`src/rtl/c_stage_if.sv`:
```
// c_stage_if: request/acknowledge data-memory port of the C (memory-access)
// stage.
//   dmem_req   : request active; held high until ack or timeout
//   dmem_we    : 1 = store (write), 0 = load (read)
//   dmem_addr  : word-aligned byte address
//   dmem_wdata : store data
//   dmem_ack   : memory completion
//   dmem_rdata : load data, valid together with dmem_ack
// The master modport is used by the pipeline stage; the slave modport by the
// memory.
interface c_stage_if;
  logic        dmem_req;
  logic        dmem_we;
  logic [31:0] dmem_addr;
  logic [31:0] dmem_wdata;
  logic        dmem_ack;
  logic [31:0] dmem_rdata;

  modport master (
    output dmem_req, dmem_we, dmem_addr, dmem_wdata,
    input  dmem_ack, dmem_rdata
  );

  modport slave (
    input  dmem_req, dmem_we, dmem_addr, dmem_wdata,
    output dmem_ack, dmem_rdata
  );
endinterface

```
`src/rtl/c_stage.sv`:
```
// c_stage: memory-access stage of the 32-bit RISC-V pipeline.
// Takes one instruction from the execute stage when a_ready is high and
// c_ready allows it. ALU ops and misaligned load/store finish in one cycle.
// Aligned word loads/stores go out on the dmem port and wait for dmem_ack,
// bounded by TIMEOUT_CYCLES request cycles.
// Ports:
//   clock, reset          : clock, synchronous active-high reset
//   a_ready, ac_*         : instruction from the execute stage
//   ALU_result            : ALU result / effective address
//   ac_store_data         : store data (rs2)
//   c_ready               : combinational accept signal to the execute stage
//   dmem                  : data-memory port (c_stage_if.master)
//   cw_valid              : one-cycle pulse, writeback payload valid
//   cw_pc, cw_write_sel, cw_is_wb, cw_data : writeback payload (held)
//   cw_misaligned, cw_bus_err              : exception flags, qualified by cw_valid
module c_stage #(
  parameter int unsigned TIMEOUT_CYCLES = 255
) (
  input  logic             clock,
  input  logic             reset,
  input  logic             a_ready,
  input  logic [31:0]      ac_pc,
  input  logic [4:0]       ac_write_sel,
  input  logic             ac_is_load,
  input  logic             ac_is_store,
  input  logic             ac_is_wb,
  input  logic [31:0]      ALU_result,
  input  logic [31:0]      ac_store_data,
  output logic             c_ready,
  c_stage_if.master        dmem,
  output logic             cw_valid,
  output logic [31:0]      cw_pc,
  output logic [4:0]       cw_write_sel,
  output logic             cw_is_wb,
  output logic [31:0]      cw_data,
  output logic             cw_misaligned,
  output logic             cw_bus_err
);

  localparam int CW = $clog2(TIMEOUT_CYCLES + 1);
  localparam logic [CW-1:0] CNT_MAX  = CW'(TIMEOUT_CYCLES);
  // Counter value in the last allowed request cycle.
  localparam logic [CW-1:0] CNT_LAST = CW'(TIMEOUT_CYCLES - 1);
  localparam logic [CW-1:0] CNT_ONE  = CW'(1);

  typedef enum logic [0:0] {S_IDLE = 1'b0, S_MEM = 1'b1} state_e;

  state_e state_q, state_d;

  logic [31:0]   pc_q, pc_d;
  logic [4:0]    sel_q, sel_d;
  logic          is_wb_q, is_wb_d;
  logic          is_load_q, is_load_d;
  logic [CW-1:0] cnt_q, cnt_d;

  logic          dmem_req_q, dmem_req_d;
  logic          dmem_we_q, dmem_we_d;
  logic [31:0]   dmem_addr_q, dmem_addr_d;
  logic [31:0]   dmem_wdata_q, dmem_wdata_d;

  logic          cw_valid_q, cw_valid_d;
  logic [31:0]   cw_pc_q, cw_pc_d;
  logic [4:0]    cw_write_sel_q, cw_write_sel_d;
  logic          cw_is_wb_q, cw_is_wb_d;
  logic [31:0]   cw_data_q, cw_data_d;
  logic          cw_misaligned_q, cw_misaligned_d;
  logic          cw_bus_err_q, cw_bus_err_d;

  logic is_mem_s, aligned_s, start_mem_s, timeout_s;

  assign is_mem_s    = ac_is_load | ac_is_store;
  assign aligned_s   = (ALU_result[1:0] == 2'b00);
  assign start_mem_s = a_ready & is_mem_s & aligned_s;
  // Ack in the last allowed cycle takes priority over the timeout.
  assign timeout_s   = (state_q == S_MEM) & ~dmem.dmem_ack & (cnt_q == CNT_LAST);

  assign c_ready = ~reset & (state_q == S_IDLE) & ~start_mem_s;

  // State register.
  always_ff @(posedge clock) begin
    if (reset) begin
      state_q <= S_IDLE;
    end else begin
      state_q <= state_d;
    end
  end

  // Next-state logic.
  always_comb begin
    state_d = state_q;
    case (state_q)
      S_IDLE: begin
        if (start_mem_s) state_d = S_MEM;
        else             state_d = S_IDLE;
      end
      S_MEM: begin
        if (dmem.dmem_ack || timeout_s) state_d = S_IDLE;
        else                            state_d = S_MEM;
      end
      default: state_d = S_IDLE;
    endcase
  end

  // Output / datapath next values.
  always_comb begin
    pc_d            = pc_q;
    sel_d           = sel_q;
    is_wb_d         = is_wb_q;
    is_load_d       = is_load_q;
    cnt_d           = cnt_q;
    dmem_req_d      = dmem_req_q;
    dmem_we_d       = dmem_we_q;
    dmem_addr_d     = dmem_addr_q;
    dmem_wdata_d    = dmem_wdata_q;
    cw_valid_d      = 1'b0;
    cw_pc_d         = cw_pc_q;
    cw_write_sel_d  = cw_write_sel_q;
    cw_is_wb_d      = cw_is_wb_q;
    cw_data_d       = cw_data_q;
    cw_misaligned_d = cw_misaligned_q;
    cw_bus_err_d    = cw_bus_err_q;
    case (state_q)
      S_IDLE: begin
        if (start_mem_s) begin
          pc_d         = ac_pc;
          sel_d        = ac_write_sel;
          is_wb_d      = ac_is_wb;
          is_load_d    = ac_is_load;
          cnt_d        = '0;
          dmem_req_d   = 1'b1;
          dmem_we_d    = ac_is_store & ~ac_is_load;
          dmem_addr_d  = ALU_result;
          dmem_wdata_d = ac_store_data;
        end else if (a_ready) begin
          // ALU op, or a misaligned load/store that never reaches memory.
          cw_valid_d      = 1'b1;
          cw_pc_d         = ac_pc;
          cw_write_sel_d  = ac_write_sel;
          cw_data_d       = ALU_result;
          cw_is_wb_d      = ac_is_wb & ~is_mem_s;
          cw_misaligned_d = is_mem_s;
          cw_bus_err_d    = 1'b0;
        end else begin
          cw_valid_d = 1'b0;
        end
      end
      S_MEM: begin
        // Saturating count of request cycles.
        if (cnt_q != CNT_MAX) cnt_d = cnt_q + CNT_ONE;
        else                  cnt_d = cnt_q;
        if (dmem.dmem_ack) begin
          dmem_req_d      = 1'b0;
          cw_valid_d      = 1'b1;
          cw_pc_d         = pc_q;
          cw_write_sel_d  = sel_q;
          cw_data_d       = is_load_q ? dmem.dmem_rdata : dmem_addr_q;
          cw_is_wb_d      = is_wb_q;
          cw_misaligned_d = 1'b0;
          cw_bus_err_d    = 1'b0;
        end else if (timeout_s) begin
          dmem_req_d      = 1'b0;
          cw_valid_d      = 1'b1;
          cw_pc_d         = pc_q;
          cw_write_sel_d  = sel_q;
          cw_data_d       = dmem_addr_q;
          cw_is_wb_d      = 1'b0;
          cw_misaligned_d = 1'b0;
          cw_bus_err_d    = 1'b1;
        end else begin
          dmem_req_d = 1'b1;
        end
      end
      default: begin
        dmem_req_d = 1'b0;
      end
    endcase
  end

  // Datapath and output registers.
  always_ff @(posedge clock) begin
    if (reset) begin
      pc_q            <= 32'h0;
      sel_q           <= 5'h0;
      is_wb_q         <= 1'b0;
      is_load_q       <= 1'b0;
      cnt_q           <= '0;
      dmem_req_q      <= 1'b0;
      dmem_we_q       <= 1'b0;
      dmem_addr_q     <= 32'h0;
      dmem_wdata_q    <= 32'h0;
      cw_valid_q      <= 1'b0;
      cw_pc_q         <= 32'h0;
      cw_write_sel_q  <= 5'h0;
      cw_is_wb_q      <= 1'b0;
      cw_data_q       <= 32'h0;
      cw_misaligned_q <= 1'b0;
      cw_bus_err_q    <= 1'b0;
    end else begin
      pc_q            <= pc_d;
      sel_q           <= sel_d;
      is_wb_q         <= is_wb_d;
      is_load_q       <= is_load_d;
      cnt_q           <= cnt_d;
      dmem_req_q      <= dmem_req_d;
      dmem_we_q       <= dmem_we_d;
      dmem_addr_q     <= dmem_addr_d;
      dmem_wdata_q    <= dmem_wdata_d;
      cw_valid_q      <= cw_valid_d;
      cw_pc_q         <= cw_pc_d;
      cw_write_sel_q  <= cw_write_sel_d;
      cw_is_wb_q      <= cw_is_wb_d;
      cw_data_q       <= cw_data_d;
      cw_misaligned_q <= cw_misaligned_d;
      cw_bus_err_q    <= cw_bus_err_d;
    end
  end

  assign dmem.dmem_req   = dmem_req_q;
  assign dmem.dmem_we    = dmem_we_q;
  assign dmem.dmem_addr  = dmem_addr_q;
  assign dmem.dmem_wdata = dmem_wdata_q;
  assign cw_valid        = cw_valid_q;
  assign cw_pc           = cw_pc_q;
  assign cw_write_sel    = cw_write_sel_q;
  assign cw_is_wb        = cw_is_wb_q;
  assign cw_data         = cw_data_q;
  assign cw_misaligned   = cw_misaligned_q;
  assign cw_bus_err      = cw_bus_err_q;

endmodule

```
`src/flat_wrapper.sv`:
```
// flat-port wrapper written by rule: the top's interface ports become plain ports
module c_stage_flat 
#(
  parameter int unsigned TIMEOUT_CYCLES = 255
)
  (clock, reset, a_ready, ac_pc, ac_write_sel, ac_is_load, ac_is_store, ac_is_wb, ALU_result, ac_store_data, c_ready, cw_valid, cw_pc, cw_write_sel, cw_is_wb, cw_data, cw_misaligned, cw_bus_err, dmem_dmem_req, dmem_dmem_we, dmem_dmem_addr, dmem_dmem_wdata, dmem_dmem_ack, dmem_dmem_rdata);
  c_stage_if dmem_i ();
  input  logic clock;
  input  logic reset;
  input  logic a_ready;
  input  logic [31:0] ac_pc;
  input  logic [4:0] ac_write_sel;
  input  logic ac_is_load;
  input  logic ac_is_store;
  input  logic ac_is_wb;
  input  logic [31:0] ALU_result;
  input  logic [31:0] ac_store_data;
  output logic c_ready;
  output logic cw_valid;
  output logic [31:0] cw_pc;
  output logic [4:0] cw_write_sel;
  output logic cw_is_wb;
  output logic [31:0] cw_data;
  output logic cw_misaligned;
  output logic cw_bus_err;
  output wire logic [$bits(dmem_i.dmem_req)-1:0] dmem_dmem_req;
  output wire logic [$bits(dmem_i.dmem_we)-1:0] dmem_dmem_we;
  output wire logic [$bits(dmem_i.dmem_addr)-1:0] dmem_dmem_addr;
  output wire logic [$bits(dmem_i.dmem_wdata)-1:0] dmem_dmem_wdata;
  input wire logic [$bits(dmem_i.dmem_ack)-1:0] dmem_dmem_ack;
  input wire logic [$bits(dmem_i.dmem_rdata)-1:0] dmem_dmem_rdata;
  assign dmem_dmem_req = dmem_i.dmem_req;
  assign dmem_dmem_we = dmem_i.dmem_we;
  assign dmem_dmem_addr = dmem_i.dmem_addr;
  assign dmem_dmem_wdata = dmem_i.dmem_wdata;
  assign dmem_i.dmem_ack = dmem_dmem_ack;
  assign dmem_i.dmem_rdata = dmem_dmem_rdata;
  c_stage #(.TIMEOUT_CYCLES(TIMEOUT_CYCLES)) u_core (.clock(clock), .reset(reset), .a_ready(a_ready), .ac_pc(ac_pc), .ac_write_sel(ac_write_sel), .ac_is_load(ac_is_load), .ac_is_store(ac_is_store), .ac_is_wb(ac_is_wb), .ALU_result(ALU_result), .ac_store_data(ac_store_data), .c_ready(c_ready), .dmem(dmem_i), .cw_valid(cw_valid), .cw_pc(cw_pc), .cw_write_sel(cw_write_sel), .cw_is_wb(cw_is_wb), .cw_data(cw_data), .cw_misaligned(cw_misaligned), .cw_bus_err(cw_bus_err));
endmodule
```
`config.mk`:
```
export PLATFORM = sky130hd
export DESIGN_NAME = c_stage_flat
export DESIGN_NICKNAME = d
export VERILOG_FILES = /design/src/rtl/c_stage_if.sv /design/src/rtl/c_stage.sv /design/src/flat_wrapper.sv
export SDC_FILE = /design/constraint.sdc
export NUM_CORES = 1
export LEC_CHECK = 0
export ABC_CLOCK_PERIOD_IN_PS = 1500
export CAP_MARGIN = 20
export CORE_ASPECT_RATIO = 0.6
export CORE_UTILIZATION = 30
export CTS_BUF_LIST = sky130_fd_sc_hd__clkbuf_4 sky130_fd_sc_hd__clkbuf_8
export DETAILED_ROUTE_END_ITERATION = 8
export GPL_TIMING_DRIVEN = 1
export PLACE_DENSITY_LB_ADDON = 0.08
export SYNTH_ARGS = -nofsm -noshare
export SYNTH_HDL_FRONTEND = slang
export SYNTH_SLANG_ARGS = --single-unit
```
`constraint.sdc`:
```
create_clock -name clock -period 1.5 [get_ports clock]
set_input_delay 0.3 -clock clock [delete_from_list [all_inputs] [get_ports clock]]
set_output_delay 0.3 -clock clock [all_outputs]
set_load 0.01 [all_outputs]
```
* Word level (Yosys, flattened, before mapping)
Index checks and enable logic that the tools add are counted.
** Word-level totals
- Register bits after elaboration :: 187
- Input port bits :: 140
- Output and inout bits :: 140
- Logic and storage cells :: 90
** Operators by class
- Add/sub/neg operators :: 1
- Eq/ne operators :: 7
- Mux-type cells :: 45
- Bitwise operators :: 15
- Reductions and logical operators :: 5
** Operators by type and width (count)
- 32-bit two-way mux :: 9
- 32-bit case mux with 2 select lines :: 2
- 1-bit two-way mux :: 20
- 5-bit two-way mux :: 4
- 8-bit two-way mux :: 2
- 8-bit case mux with 2 select lines :: 1
- 1-bit case mux with 2 select lines :: 6
- 5-bit case mux with 2 select lines :: 1
- 8-bit by 1-bit adder with 8-bit output, second input constant :: 1
- 1-bit bitwise AND :: 8
- 8-bit == test, second input constant :: 1
- 8-bit inequality test, second input constant :: 1
- 2-bit inequality test, second input constant :: 3
- 1-bit NOT :: 6
- 2-bit AND reduction :: 2
- 3-bit inequality test, second input constant :: 1
- 3-bit AND reduction :: 1
- 2-bit zero test :: 1
- 2-bit by 1-bit inequality test with 1-bit output, second input constant :: 1
- 1-bit logical OR :: 1
- 1-bit bitwise OR :: 1

* Logic depth before layout (Yosys ltp)
- Depth in word-level cells :: 6
- Gate-level depth with buffers :: 9
- Gate-level depth less buffers :: 6

* Worst setup path after synthesis
Ideal clock, no wire load.
- Kind :: flip-flop to flip-flop
- Start point :: register u_core.cnt_q[0]
- End point :: register u_core.cnt_q[5]
- Setup time :: 0.083 ns
- Arrival time :: 1.566 ns
- Data required time :: 1.417 ns
- Slack :: -0.149 ns
- Cell stages (with the launch flop) :: 6
- Path buffers :: 0
- Clock period less this slack :: 1.649 ns
- Cell sequence :: dfxtp_1 > ha_1 > and3_1 > a31o_2 > or4_1 > o221ai_1
** On the way
- Cells in the longest elaborated chain, start to end :: 3
- Elaborated cells between the ends (all ways) :: 6
- Those cells by class :: 1 x add/sub; 2 x eq/ne; 2 x mux; 1 x reduce/logical
** Ends and longest elaborated chain
- start: declaration :: line c_stage.sv:54 : logic [CW-1:0] cnt_q, cnt_d;
- start signal: assignment :: line c_stage.sv:203 : cnt_q <= cnt_d;
- 8-bit by 1-bit adder with 8-bit output or 8-bit inequality test (tied branches) :: line c_stage.sv:149 : if (cnt_q != CNT_MAX) cnt_d = cnt_q + CNT_ONE;
- 8-bit two-way mux or 2-bit inequality test (tied branches)
- 8-bit case mux with 2 select lines or 2-bit AND reduction (tied branches)
Several ways; a longest one is shown, not always the timed one. The select of a mux whose other input is x is not followed.
A chain may end at the register's enable or synchronous reset.

* Worst setup path in the final report
- Start point :: register u_core.cnt_q[0]
- End point :: register u_core.cw_data_q[9] (netlist: u_core.cw_data[9])
** On the way
- Cells in the longest elaborated chain, start to end :: 4
** Ends and longest elaborated chain
- 8-bit == test :: line c_stage.sv:75 : assign timeout_s = (state_q == S_MEM) & ~dmem.dmem_ack & (cnt_q == CNT_LAST);
- 1-bit bitwise AND :: line c_stage.sv:75
- 3-bit inequality test (no source line)
- 3-bit AND reduction (no source line)
- end signal: assignment :: line c_stage.sv:212 : cw_data_q <= cw_data_d;
- end: declaration :: line c_stage.sv:65 : logic [31:0] cw_data_q, cw_data_d;
No other way between the ends.

==> PnR_summary.wiki <==
{| class="wikitable"
! Metric !! Value
|-
| Failing checks || setup timing
|-
| Launching element type of the critical path || flop
|-
| Filler cell count in the final layout || 2392
|-
| Number of antenna violations at the first check in global routing || 0
|-
| Async set-or-reset flop fraction in the synthesized netlist || 0
|-
| Setup repair after global routing missed its margin || yes
|-
| Finished Core Util || 0.5276
|-
| Worst voltage drop across the vdd grid || 0.0004777 V
|-
| Largest net degree at the start of global routing || 48
|-
| Mean post-synth cell area || 8.615 um2
|-
| Cell breakdown of the critical path || inv_4, ha_4, nand4_1, buf_4, o21a_4, buf_12, buf_16, nand4b_1, o41ai_2
|-
| Global Route Usage Sum || 0.2163
|-
| Launching instance or port of the critical path || u_core.cnt_q[0]
|-
| Least-Margin Pin Slew || 0.5820 ns
|-
| Clock tree sinks || 187
|-
| Path category of the worst min-delay check || input pin to flop
|-
| Critical Path RT || 1.89 ns
|-
| Worst relative slew slack || 0.6120
|-
| CP max FO || 8
|-
| Final Max Tran Viols || 0
|-
| Cell accounting for the most synthesized area || dfxtp_1
|-
| Number of enable-type register cells in the synthesized netlist || 0
|-
| Initial DRT Pass Iterations || 5
|-
| Ratio of total power to cell area || roughly 850 nW/um2
|-
| Sum Neg Setup Slack || -21.94 ns
|-
| Die H || 128.5 um
|-
| RR Startpoint || u_core.cnt_q[0]
|-
| CTS max path bufs || 2
|-
| Fraction of final layout cells with drive strength greater than 1 || 0.2784
|-
| Setup crit end kind || flop
|-
| Total Nets Final || 1390
|-
| Kind of critical path || flop to flop
|-
| Total Die Area || 27330 um2
|-
| Post-route cell area || 13580 um2
|-
| Count of port buffers added during placement || 279
|-
| Warnings, synthesis || 0
|-
| H-tree levels || 4
|-
| Slowest cell on the critical path || dfxtp_4
|-
| Number of global-route vias before repair || 7853
|-
| Most repeated cell in the gate-level netlist after synthesis || nand2_1
|-
| Iteration-0 DRC count of the detailed router || between 400 and 500
|-
| Floorplan die width || 212.8 um
|-
| Placer Congestion || roughly 0.8
|-
| Detailed-route vias per instance || 5.041
|-
| Status || finished, violations left
|-
| Area growth from synthesis to final layout || 69.81%
|-
| Routed len/inst || 19.56 um
|-
| Post-synth top area share || 0.4682
|-
| Wirelength, routed || 31.55 mm
|-
| Hold WS || 0.05588 ns
|-
| Largest stage delay, worst path || roughly 0.37 ns
|-
| Leading cell types by total area after synthesis || dfxtp_1 47%, nand2_1 9.8%, a21oi_1 6.6%
|-
| CTS clk-pin slew, worst paths || approximately 0.10 ns
|-
| I/O pin count || 280
|-
| Arrival time of data at the critical path endpoint || 2.16 ns
|-
| Cell area after placement || 11570 um2
|-
| Number of placement rows || 45
|-
| Register area share after synthesis || 0.4682
|-
| Static power due to leakage || between 5 and 6 nW
|-
| Number of nets produced by synthesis || 1070
|-
| Post-detailed-route DRC marker count || 0
|-
| Detailed placement HPWL || roughly 18 mm
|-
| Congestion Overflow GR || 0
|-
| Period utilization || 1.179
|-
| Hold wc startpoint || reset
|-
| Total via count in the routed design || 8131
|-
| Synth cell types || 44
|-
| Min Tclk post-route || 1.769 ns
|-
| Number of violations of the max-capacitance limit || 0
|-
| Post-Route Skew || 0.01058 ns
|-
| Clock insertion delay at the later pin of the skew report || 0.50 ns
|-
| CTS tree || yes
|-
| Post-synth design cell area || 7995 um2
|-
| Starting Density || 0.3107
|-
| Total Power || 11.53 mW
|-
| Wire length of the first global-routing pass || around 45 mm
|-
| Leading cell types by count after synthesis || 208 x nand2_1, 187 x dfxtp_1, 105 x a21oi_1
|-
| Core Box Area || 25730 um2
|-
| Antenna-violating nets left || 0
|-
| Setup-failing EPs final || 179
|-
| Number of antenna cells inserted || 0
|-
| Setup WS post-layout || -0.2689 ns
|-
| Count of mapped cells out of synthesis || 928
|-
| Final Hold Fails || 0
|-
| Synth Register Bits || 187
|-
| Max Freq || around 570 MHz
|-
| Synth Flop Type || dfxtp_1
|-
| Hold-fix buffers at CTS || 0
|-
| Clock buffer count from CTS || 17
|-
| Root cell of the clock tree || clkbuf_8
|}
==> placed cells by master (no fill, tap or decap), types with 35 or more instances in the layout <==
master / count
nor2_1: 37
a211oi_1: 42
nand2_1: 163
a21oi_1: 83
dlygate4sd2_1: 82
nor3_1: 35
clkdlybuf4s15_1: 39
dfxtp_1: 164
clkdlybuf4s50_1: 133
buf_4: 46
mux2i_1: 37
==> critical path: cells and delay by family, from the launching register on <==
family | cells | cell delay, ns
buf+inv | 4 | 0.58
flops | 1 | 0.37
compound gates | 2 | 0.31
simple gates | 2 | 0.30
fa+ha+maj | 1 | 0.12
==> through the flow <==
step / cells / setup slack (ns)
after floorplan: 928 / -0.1069
after global placement: 1532 / -0.7384
after detailed placement: 1532 / -0.7417
after CTS: 1589 / -0.2532
after global routing: 1613 / -0.3126
final: 1613 / -0.2689
==> report_power, final <==
part | leakage (nW) | total [mW] | internal [mW] | switching, mW
clock | 0.214 | 3.67 | 1.70 | 1.97
combinational | 3.65 | 2.48 | 1.29 | 1.19
sequential | 1.54 | 5.38 | 5.22 | 0.157
==> logic make-up after synthesis <==
logic type,Yosys count,share of synthesized area
buf+inv,95,0.06072
xor+xnor,1,0.001096
mux,37,0.04632
flops,187,0.4682
simple gates,380,0.2252
compound gates,226,0.1953
fa+ha+maj,2,0.003129
==> metal layers <==
layer  share of wire  wire [um]  GRT usage
met1            0.49      15520     0.3056
met2            0.43      13690     0.3201
met3           0.059       1846    0.05394
met4           0.016        490    0.07067
met5               0          0          0
==> timing repair <==
item,in CTS,in global routing
resized for setup,245,212
cloned,12,17
pin swaps,39,56
buffers inserted,13,10
setup endpoints to repair,322,155
==> registers in the layout, summed over array words and instances (netlist names), 5 cells and up <==
register	cells
u_core.cnt_q	8
u_core.cw_data	32
u_core.cw_pc	32
u_core.cw_write_sel	5
u_core.dmem.dmem_addr	32
u_core.dmem.dmem_wdata	32
u_core.pc_q	32
u_core.sel_q	5
==> final timing paths <==
path,cells after the start,slack [ns],to
max,9,-0.27,u_core.cw_data[9]
min,2,0.06,u_core.cw_bus_err
max reg2reg,9,-0.27,u_core.cw_data[9]
min reg2reg,2,0.45,u_core.dmem.dmem_wdata[6]
==> layout make-up <==
class | instances | area [um2] | share of cell area
multi-input cells | 646 | 4568 | 0.3365
clock buffers | 18 | 247.7 | 0.01825
well taps | 352 | 440.4 | 0.03244
inverters | 2 | 12.51 | 0.0009216
flip-flops and latches | 187 | 3780 | 0.2784
clock inverters | 14 | 166.4 | 0.01226
repair buffers | 394 | 4362 | 0.3213
Power figures use the tool's default switching activity.
